[config.mk]
export PLATFORM = sky130hd
export DESIGN_NAME = mux_scan_capture
export DESIGN_NICKNAME = d
export VERILOG_FILES = /design/src/rtl/mux_scan_capture.sv
export SDC_FILE = /design/constraint.sdc
export NUM_CORES = 1
export LEC_CHECK = 0
export ABC_AREA = 0
export CORE_ASPECT_RATIO = 1.5
export CORE_MARGIN = 4
export CORE_UTILIZATION = 55
export DETAILED_ROUTE_END_ITERATION = 16
export HOLD_SLACK_MARGIN = 0.1
export PLACE_DENSITY = 0.81
export SLEW_MARGIN = 25
export SYNTH_ARGS = -nofsm -noshare
export SYNTH_HDL_FRONTEND = slang
export SYNTH_SLANG_ARGS = --single-unit
[constraint.sdc]
create_clock -name clk -period 4.3 [get_ports clk]
set_input_delay 0.43 -clock clk [delete_from_list [all_inputs] [get_ports clk]]
set_output_delay 0.43 -clock clk [all_outputs]
set_load 0.02 [all_outputs]
[src/rtl/mux_scan_capture.sv]
// Walks a 16:1 mux through all select codes and assembles the sampled bits into a held word.
// Optional even-parity output of the held word is enabled by defining MUX_SCAN_PARITY_EN.
module mux_scan_capture #(
   parameter int unsigned SETTLE = 10
) (
   input  logic        clk,
   input  logic        rst,
   input  logic        start,
   input  logic        w,
   output logic        s3,
   output logic        s2,
   output logic        s1,
   output logic        s0,
   output logic        busy,
   output logic        done,
   output logic [15:0] data
`ifdef MUX_SCAN_PARITY_EN
   ,
   output logic        parity
`endif
);

   typedef enum logic [1:0] {
      ST_IDLE,
      ST_SETTLE,
      ST_SAMPLE,
      ST_DONE
   } state_t;

   localparam logic [3:0] CNT_LAST = 4'(SETTLE - 1);

   state_t      state_q, state_d;
   logic [3:0]  cnt_q, cnt_d;
   logic [3:0]  sel_q, sel_d;
   logic [15:0] sr_q, sr_d;
   logic [15:0] data_q, data_d;
   logic        busy_q, busy_d;
   logic        done_q, done_d;
`ifdef MUX_SCAN_PARITY_EN
   logic        parity_q, parity_d;
`endif

   always_comb begin
      state_d  = state_q;
      cnt_d    = cnt_q;
      sel_d    = sel_q;
      sr_d     = sr_q;
      data_d   = data_q;
      busy_d   = busy_q;
      done_d   = 1'b0;
`ifdef MUX_SCAN_PARITY_EN
      parity_d = parity_q;
`endif
      unique case (state_q)
         ST_IDLE: begin
            sel_d  = '0;
            busy_d = 1'b0;
            if (start) begin
               state_d = ST_SETTLE;
               cnt_d   = '0;
               sr_d    = '0;
               busy_d  = 1'b1;
            end
         end
         ST_SETTLE: begin
            if (cnt_q == CNT_LAST) begin
               state_d = ST_SAMPLE;
               cnt_d   = '0;
            end else begin
               cnt_d = cnt_q + 4'd1;
            end
         end
         ST_SAMPLE: begin
            sr_d = {sr_q[14:0], w};
            // The select advance and the sample share an edge, so the next code gets a full settle window.
            if (sel_q == 4'd15) begin
               state_d  = ST_DONE;
               data_d   = {sr_q[14:0], w};
               busy_d   = 1'b0;
               done_d   = 1'b1;
`ifdef MUX_SCAN_PARITY_EN
               parity_d = ^{sr_q[14:0], w};
`endif
            end else begin
               sel_d   = sel_q + 4'd1;
               state_d = ST_SETTLE;
            end
         end
         ST_DONE: begin
            state_d = ST_IDLE;
            sel_d   = '0;
            busy_d  = 1'b0;
         end
         default: begin
            state_d = ST_IDLE;
         end
      endcase
   end

   always_ff @(posedge clk) begin
      if (rst) begin
         state_q  <= ST_IDLE;
         cnt_q    <= '0;
         sel_q    <= '0;
         sr_q     <= '0;
         data_q   <= '0;
         busy_q   <= 1'b0;
         done_q   <= 1'b0;
`ifdef MUX_SCAN_PARITY_EN
         parity_q <= 1'b0;
`endif
      end else begin
         state_q  <= state_d;
         cnt_q    <= cnt_d;
         sel_q    <= sel_d;
         sr_q     <= sr_d;
         data_q   <= data_d;
         busy_q   <= busy_d;
         done_q   <= done_d;
`ifdef MUX_SCAN_PARITY_EN
         parity_q <= parity_d;
`endif
      end
   end

   assign {s3, s2, s1, s0} = sel_q;
   assign busy             = busy_q;
   assign done             = done_q;
   assign data             = data_q;
`ifdef MUX_SCAN_PARITY_EN
   assign parity           = parity_q;
`endif

endmodule

==> results of run 1 <==
-- cell type report --
class,count,area [µm²],area share (%)
clock buffer,5,68.8,3.35
timing repair buffer,26,258,12.5
sequential,43,861,41.9
inverter,5,18.8,0.914
clock inverter,1,7.51,0.365
tap,39,48.8,2.38
multi-input combinational,135,792,38.6
-- worst min-delay path, cell delays in order (launching register included) --
cell and delay, ns:
dfxtp_1 0.31, nand2_1 0.05, a21oi_1 0.05
-- registers in the layout (all words and copies together) (netlist names) --
| register | count |
|---|---|
| done | 1 |
| sr_q | 15 |
| cnt_q | 4 |
| busy | 1 |
| sel_q | 4 |
| state_q | 2 |
| data | 16 |
-- per-layer routing --
layer | GRT usage, % | up-vias | wire, µm
li1 | - | 697 | -
met1 | 21.4 | 636 | 1390
met2 | 31.1 | 26 | 1760
met3 | 6.01 | 7 | 146
met4 | 8.70 | 0 | 65
met5 | 0 | - | 0
-- per-stage QoR --
stage                     utilization (%)  hold slack [ns]
after floorplan                         -            0.432
final                                69.1            0.458
after detailed placement             66.4            0.450
after global routing                 69.1            0.487
after CTS                            69.0            0.457
after global placement               66.4            0.445
-- power by group through the flow --
stage,Clock (mW),Combinational [mW],Sequential (mW)
after floorplan,0,0.188,0.445
after global placement,0,0.214,0.442
after detailed placement,0,0.229,0.445
after CTS,0.241,0.230,0.436
after global routing,0.257,0.259,0.439
final,0.236,0.234,0.436
-- cells by family (layout without fill, tap and decap cells) --
family	after synthesis	in the layout	share of synthesized area [%]
AND/OR/NAND/NOR	74	74	19.6
AO/OA/AOI/OAI	47	47	16.8
buffers and inverters	16	37	4.84
XOR/XNOR	3	3	1.52
flip-flops	43	43	49.7
adder cells (fa/ha/maj)	8	8	5.78
multiplexers	3	3	1.88
-- layout by cell type, fill, tap and decap left out, types with 3 or more instances in the layout --
cell type and instances:
dfxtp_1 43, nand2_1 38, clkdlybuf4s50_1 25, a21oi_1 24
nor2_1 18, a22oi_1 15, ha_1 8, inv_1 5
clkbuf_8 5, and2_1 4, xnor2_1 3
-- how the worst max path moves through the flow --
stage,start,slack [ns],to,depth (start not counted)
6_report,state_q[0],2.19,sel_q[1],6
3_3_place_gp,start,2.30,state_q[0],5
3_5_place_dp,state_q[0],2.19,sel_q[3],5
4_1_cts,state_q[0],2.20,sel_q[3],5
2_1_floorplan,state_q[0],2.80,sel_q[2],6
5_1_grt,state_q[0],1.94,sel_q[3],5
==> impl_results.md, run 1 <==
- Worst skew pair latency: 0.29 ns
- Setup ws final: 2.19 ns
- Placed Cells: 248
- Sw Share: 32.4%
- Detail Route Antenna Nets: 0
- Setup Skew: 0.00365 ns
- GR Overflow Total: 0
- Synth top area share: 49.7%
- Vias in the first global route: 1367
- Final-report hold violation count: 0
- Largest net degree at the start of global routing: 42
- Crit-path max FO: 20
- Maximum vdd ir drop: 327 µV
- Max-cap viol count: 0
- WP data required: 4.47 ns
- Pwr Density: 441 mW/mm²
- Clock Path Buffers: 2
- Setup CP Type: flip-flop to flip-flop
- Worst-Margin Slew: 0.792 ns
- Pwr Total: 0.906 mW
- Worst-path clk slew: 0.08 ns
- Crit. End Element: flip-flop
- Initial DRC count: 28
- Core area: 0.00297 mm²
- Layout area overhead: 18.6%
- Worst slew margin: 47.1%
- Fin Setup TNS: 0 ns
- Ant diodes: 0
- Synth unique cells: 33
- Total GRT Usage: 19.0%
- Post-route cell area: 0.00205 mm²
- Ys async rst share: 0%
- First-pass GRT wire length: 5940 µm
- Final Max Slew Viols: 0
- FMAX: 474 MHz
- Die Y: 76.7 µm
- Reg2Reg Depth: 6
- Most numerous cell in the Yosys netlist: dfxtp_1
- Hold path startpoint: data[8]
- Number of synthesized flops with an enable pin: 0
- Synth top area cells: dfxtp_1, nand2_1, a21oi_1, a22oi_1, ha_1
- Synth warn: 0
- I/O pin count: 26
- DIE AREA: 0.00413 mm²
- Post-Place Worst Slack: 2.19 ns
- # clock sinks: 43
- Nets: 228
- NetSw: 0.293 mW
- H-tree depth: 2
- Routability cong.: 0.749
- Crit path buf inv count: 1
- Post-CTS setup buffers: 0
- Post-synth top cells: dfxtp_1, nand2_1, a21oi_1
- DRC viols: 0
- CTS Buf Count: 5
- Synthesized instance count: 194
- Std cell rows: 24
- Area leader, netlist: dfxtp_1
- Post-synth top flop: dfxtp_1
- Post-Syn Area per Cell: 8.93 µm²
- Hold Path End: data[8]
- Worst path slowest cell: nand4_1
- Hold Buf Count CTS: 0
- Initial antenna violation count: 0
- Root Buffer: clkbuf_8
- Final worst-path cycle share: 49.0%
- Post-layout min period: 2.11 ns
- CP Cell Sequence: inv_1, ha_1, nand4_1, o21ai_0, a32oi_1, nor2_1
- CTS tree: done
- HP Class: flip-flop to flip-flop
- Ratio of cells with drive above 1 in the final layout: 6.51%
- Cell Area, Placed: 0.00197 mm²
- Syn nets: 206
- CP top delay family: simple AND/OR/NAND/NOR gates
- DP HPWL: 2420 µm
- Hold Crit Depth: 2
- Register area share after synthesis: 49.7%
- Endpoints failing setup: 0
- Part of the power in registers: 48.1%
- Cell Int Power: 0.613 mW
- Finished Layout Cells: 254
- Register bit total from synthesis: 43
- Worst flop-to-flop path endpoint: sel_q[1]
- Initial Util: 58.3%
- RSZ-0062 raised after global routing: false
- Clk network pwr share: 26.0%
- Post-Syn Area: 0.00173 mm²
- Final wirelength: 3360 µm
- Routed wire per std cell: 13.2 µm
- CTS resizes: 0
- Routed vias: 1366
- Die width: 53.8 µm
- Setup slack, reg-to-reg: 2.19 ns
- Slowest cell delay on critical path: 0.61 ns
- IO Port Bufs: 25
- Status: finished, final reports clean
- Gate power share: 25.9%
- Via density: 5.38
- Worst setup SP type: flip-flop
- CP arrival: 2.28 ns
- DRT Pass-1 Iters: 4
- Fillers: 242
- LEAKAGE: 0.704 nW
- FF-to-FF Start: state_q[0]
Power figures use the tool's default switching activity.
==> run 2: changes to the inputs <==
--- a/config.mk
+++ b/config.mk
@@ -8,10 +8,10 @@
 export ABC_AREA = 0
 export CORE_ASPECT_RATIO = 1.5
 export CORE_MARGIN = 4
-export CORE_UTILIZATION = 55
+export CORE_UTILIZATION = 52
 export DETAILED_ROUTE_END_ITERATION = 16
 export HOLD_SLACK_MARGIN = 0.1
-export PLACE_DENSITY = 0.81
+export PLACE_DENSITY = 0.77
 export SLEW_MARGIN = 25
 export SYNTH_ARGS = -nofsm -noshare
 export SYNTH_HDL_FRONTEND = slang
==> constraint.sdc (replaced) <==
create_clock -name clk -period 2.1 [get_ports clk]
set_input_delay 0.21 -clock clk [delete_from_list [all_inputs] [get_ports clk]]
set_output_delay 0.21 -clock clk [all_outputs]
set_load 0.02 [all_outputs]
==> run 2 against run 1 <==
Flip-flop and latch count is the same. Clock power grew 120%. Register-to-register slack lost 1.8 ns. Critical endpoint is now sr_q[0].
==> impl_results.md, run 2 (synthesis results as in run 1) <==
- Status: finished, final reports clean
- H-tree depth: 2
- Die width: 55.1 µm
- Fillers: 286
- Gate power share: 25.9%
- Post-CTS setup buffers: 0
- DP HPWL: 2590 µm
- Initial Util: 54.3%
- Post-layout min period: 1.70 ns
- Most frequent cells in the layout: dfxtp_1, nand2_1, clkdlybuf4s50_1, a21oi_1, nor2_1
- Worst slew margin: 66.8%
- Core area: 0.00319 mm²
- First-pass GRT wire length: 5810 µm
- RSZ-0062 raised after global routing: false
- Hold Buf Count CTS: 0
- FMAX: 589 MHz
- Clock Path Buffers: 2
- Setup ws final: 0.401 ns
- Final worst-path cycle share: 80.9%
- Routability cong.: 0.729
- Worst-path clk slew: 0.08 ns
- Worst-Margin Slew: 0.498 ns
- Largest register FFs: 16
- Std cell rows: 25
- Setup Skew: 0.00355 ns
- Routed vias: 1370
- Worst setup SP type: flip-flop
- Pwr Density: 905 mW/mm²
- Via density: 5.25
- NetSw: 0.615 mW
- Cell Int Power: 1.28 mW
- # clock sinks: 43
- Commonest non-fill, non-tap cell in the layout: dfxtp_1
- GR Overflow Total: 0
- HP Class: flip-flop to flip-flop
- CTS tree: done
- DRT Pass-1 Iters: 4
- Clk network pwr share: 27.1%
- IO Port Bufs: 25
- LEAKAGE: 0.724 nW
- Initial DRC count: 33
- Detail Route Antenna Nets: 0
- DRC viols: 0
- DIE AREA: 0.00434 mm²
- WP data required: 2.33 ns
- Crit-path max FO: 15
- Worst skew pair latency: 0.29 ns
- CTS resizes: 0
- Root Buffer: clkbuf_8
- Routed wire per std cell: 13.5 µm
- Post-Place Worst Slack: 0.413 ns
- Max-cap viol count: 0
- Setup CP Type: flip-flop to flip-flop
- I/O pin count: 26
- Total GRT Usage: 18.1%
- Initial antenna violation count: 0
- Nets: 232
- Largest net degree at the start of global routing: 23
- Crit. End Element: flip-flop
- Part of the power in registers: 47.0%
- Maximum vdd ir drop: 672 µV
- Sw Share: 32.4%
- Ant diodes: 0
- Final-report hold violation count: 0
- Ratio of cells with drive above 1 in the final layout: 8.60%
- Endpoints failing setup: 0
- Final Max Slew Viols: 0
- Vias in the first global route: 1318
- Layout area overhead: 20.9%
- CP arrival: 1.93 ns
- Final wirelength: 3510 µm
- CTS Buf Count: 5
- Fin Setup TNS: 0 ns
- Die Y: 78.7 µm
==> run 2: cell types whose count changed in the layout (fill, tap and decap cells not counted), sizes merged <==
cell and delta:
buf +4, clkinv +1, clkinvlp +1
==> run 2: final cells by class <==
class | instances | area, µm² | area share (%)
clock buffer | 5 | 68.8 | 3.29
clock inverter | 3 | 20.0 | 0.956
multi-input combinational | 135 | 788 | 37.6
timing repair buffer | 30 | 288 | 13.7
sequential | 43 | 861 | 41.1
tap | 40 | 50.0 | 2.39
inverter | 5 | 18.8 | 0.896
==> run 2: metal layers <==
layer  vias up  global-route usage [%]  part of all wire, %  routed length [µm]
met2        18                    30.8                   53                1880
met4         0                    5.84                 0.94                  33
li1        710                       -                    -                   -
met1       638                    20.5                   42                1470
met3         4                    5.82                  3.9                 136
met5         -                       0                    0                   0
==> run 2: power by group through the flow <==
stage / logic (mW) / registers (mW) / clock network (mW)
after CTS: 0.494 / 0.892 / 0.529
final: 0.491 / 0.891 / 0.513
after global routing: 0.553 / 0.897 / 0.567
after detailed placement: 0.491 / 0.911 / 0
after global placement: 0.466 / 0.906 / 0
after floorplan: 0.385 / 0.910 / 0
==> run 2: path summary, 6_finish.rpt <==
check / start / endpoint / slack [ns] / cells past startpoint
max reg2reg: state_q[0] / sr_q[0] / 0.40 / 6
min: data[10] / data[10] / 0.45 / 2
min reg2reg: data[10] / data[10] / 0.45 / 2
max: state_q[0] / sr_q[0] / 0.40 / 6
==> run 2: through the flow <==
stage                     cell area [µm²]  std cells  hold slack, ns  util [%]  total power [mW]
after floorplan                      1730        194           0.346         -              1.30
after global routing                 2090        261           0.475      65.6              2.02
final                                2090        261           0.454      65.6              1.89
after detailed placement             2010        253           0.447      62.9              1.40
after global placement               2010        253           0.444      62.9              1.37
after CTS                            2090        261           0.459      65.6              1.92
==> run 2: critical path, stage by stage, from the launching register on <==
cell and delay (ns):
dfxtp_1 0.43, inv_1 0.09, ha_1 0.27, nand2b_2 0.11, and2_1 0.44, a22oi_1 0.17, nor2_1 0.12
==> run 3: changes to the inputs <==
==> constraint.sdc (replaced) <==
create_clock -name clk -period 1.6 [get_ports clk]
set_input_delay 0.16 -clock clk [delete_from_list [all_inputs] [get_ports clk]]
set_output_delay 0.16 -clock clk [all_outputs]
set_load 0.02 [all_outputs]
==> run 3 against run 2 <==
Critical path depth did not move. Critical path type unchanged. Setup slack got worse by 0.30 ns. Power rose by 33%. Non-clock buffer count rose by 2. Core utilization rose by 1.4 points. Sequential power rose by 30%. Largest cell class unchanged. Final cell count rose by 0.77%.
==> impl_results.md, run 3 (synthesis results as in run 1) <==
- Root Buffer: clkbuf_8
- Detail Route Antenna Nets: 0
- Critical Path Sink: cnt_q[3]
- FMAX: 668 MHz
- FF-to-FF Start: state_q[1]
- Reg2Reg Depth: 6
- Hold Crit Depth: 2
- Layout area overhead: 23.5%
- Crit. End Element: flip-flop
- DRC viols: 0
- Vias in the first global route: 1421
- Nets: 234
- Slowest cell delay on critical path: 0.37 ns
- Setup slack, reg-to-reg: 0.10 ns
- Largest register FFs: 16
- Via density: 5.40
- Core area: 0.00319 mm²
- # clock sinks: 43
- First-pass GRT wire length: 6020 µm
- Final wirelength: 3700 µm
- Ratio of cells with drive above 1 in the final layout: 10.3%
- CTS tree: done
- Clock Path Buffers: 2
- Worst flop-to-flop path endpoint: cnt_q[3]
- Die Y: 78.7 µm
- Most frequent cells in the layout: dfxtp_1, nand2_1, a21oi_1, clkdlybuf4s50_1, nor2_1
- Worst setup path start: state_q[1]
- Status: finished, final reports clean
- Total GRT Usage: 18.6%
- Max-cap viol count: 0
- Initial Util: 54.3%
- CP arrival: 1.69 ns
- Crit-path max FO: 5
- Final Max Slew Viols: 0
- DRT Pass-1 Iters: 4
- Pwr Density: 1170 mW/mm²
- Worst path slowest cell: mux2_2
- Pwr Total: 2.51 mW
- Fin util: 67.1%
- Worst-Margin Slew: 0.311 ns
- Fillers: 285
- Post-layout min period: 1.50 ns
- Worst setup SP type: flip-flop
- Initial DRC count: 40
- Std cell rows: 25
- Worst skew pair latency: 0.29 ns
- Maximum vdd ir drop: 843 µV
- Setup Skew: 0.00878 ns
- Setup CP Type: flip-flop to flip-flop
- Final worst-path cycle share: 93.6%
- IO Port Bufs: 25
- DP HPWL: 2650 µm
- Worst slew margin: 78.7%
- Worst-path clk slew: 0.08 ns
- Routability cong.: 0.737
- I/O pin count: 26
- GR Overflow Total: 0
- HP Class: flip-flop to flip-flop
- Initial antenna violation count: 0
- CP Cell Sequence: inv_1, ha_2, mux2_2, nand4_1, xnor2_1, and2_1
- Endpoints failing setup: 0
- Commonest non-fill, non-tap cell in the layout: dfxtp_1
- Hold Buf Count CTS: 0
- Routed vias: 1421
- CTS Buf Count: 5
- LEAKAGE: 0.780 nW
- H-tree depth: 2
- WP data required: 1.79 ns
- Largest net degree at the start of global routing: 32
- Die width: 55.1 µm
- DIE AREA: 0.00434 mm²
- Routed wire per std cell: 14.1 µm
- Ant diodes: 0
- Final-report hold violation count: 0
run 3: worst max-delay path, delay by kind of cell, from the launching register on:
| kind | cells | cell delay [ns] |
|---|---|---|
| fa+ha+maj | 1 | 0.25 |
| flops | 1 | 0.35 |
| xor+xnor | 1 | 0.07 |
| mux | 1 | 0.37 |
| buf+inv | 1 | 0.10 |
| simple gates | 2 | 0.25 |
run 3: worst min-delay path by stage:
| stage | endpoint | start | slack, ns |
|---|---|---|---|
| 3_3_place_gp | data[0] | data[0] | 0.44 |
| 5_1_grt | data[14] | data[14] | 0.48 |
| 4_1_cts | data[14] | data[14] | 0.46 |
| 3_5_place_dp | data[14] | data[14] | 0.45 |
| 2_1_floorplan | data[0] | w | 0.30 |
| 6_report | data[14] | data[14] | 0.46 |
run 3: cell type report:
class | instances | area [µm²] | share of cell area [%]
inverters | 5 | 18.8 | 0.877
clock inverters | 1 | 5.00 | 0.234
clock buffers | 7 | 76.3 | 3.57
flip-flops and latches | 43 | 862 | 40.3
well taps | 40 | 50.0 | 2.34
multi-input cells | 135 | 795 | 37.1
repair buffers | 32 | 333 | 15.6
run 3: repair_timing:
item / CTS / global route
buffers inserted: 0 / 0
gates resized for setup: 1 / 5
endpoints found under the setup margin: 15 / 41
gates cloned: 0 / 0
run 3: per-stage QoR:
stage | std cells | cell area (µm²) | hold slack [ns] | worst slack, ns | TNS [ns]
after global placement | 255 | 2050 | 0.444 | 0.0138 | 0
after floorplan | 194 | 1730 | 0.296 | 0.0980 | 0
final | 263 | 2140 | 0.456 | 0.103 | 0
after detailed placement | 255 | 2050 | 0.447 | -0.0747 | -0.609
after CTS | 263 | 2130 | 0.458 | 0.0126 | 0
after global routing | 263 | 2140 | 0.478 | -0.0000264 | -0.0000264
run 3: metal layers:
layer	part of all wire [%]	global-route usage, %	wire (µm)	vias up
li1	-	-	-	714
met3	2.3	4.50	86	4
met1	40	19.8	1500	687
met5	0	0	0	-
met2	57	33.9	2090	16
met4	0.65	5.84	24	0
run 3: where the power goes:
group / switching (mW) / total (mW) / leakage [nW] / internal [mW]
clock network: 0.346 / 0.652 / 0.0422 / 0.306
logic: 0.409 / 0.700 / 0.391 / 0.291
registers: 0.0412 / 1.16 / 0.347 / 1.12
total: 0.797 / 2.51 / 0.780 / 1.71
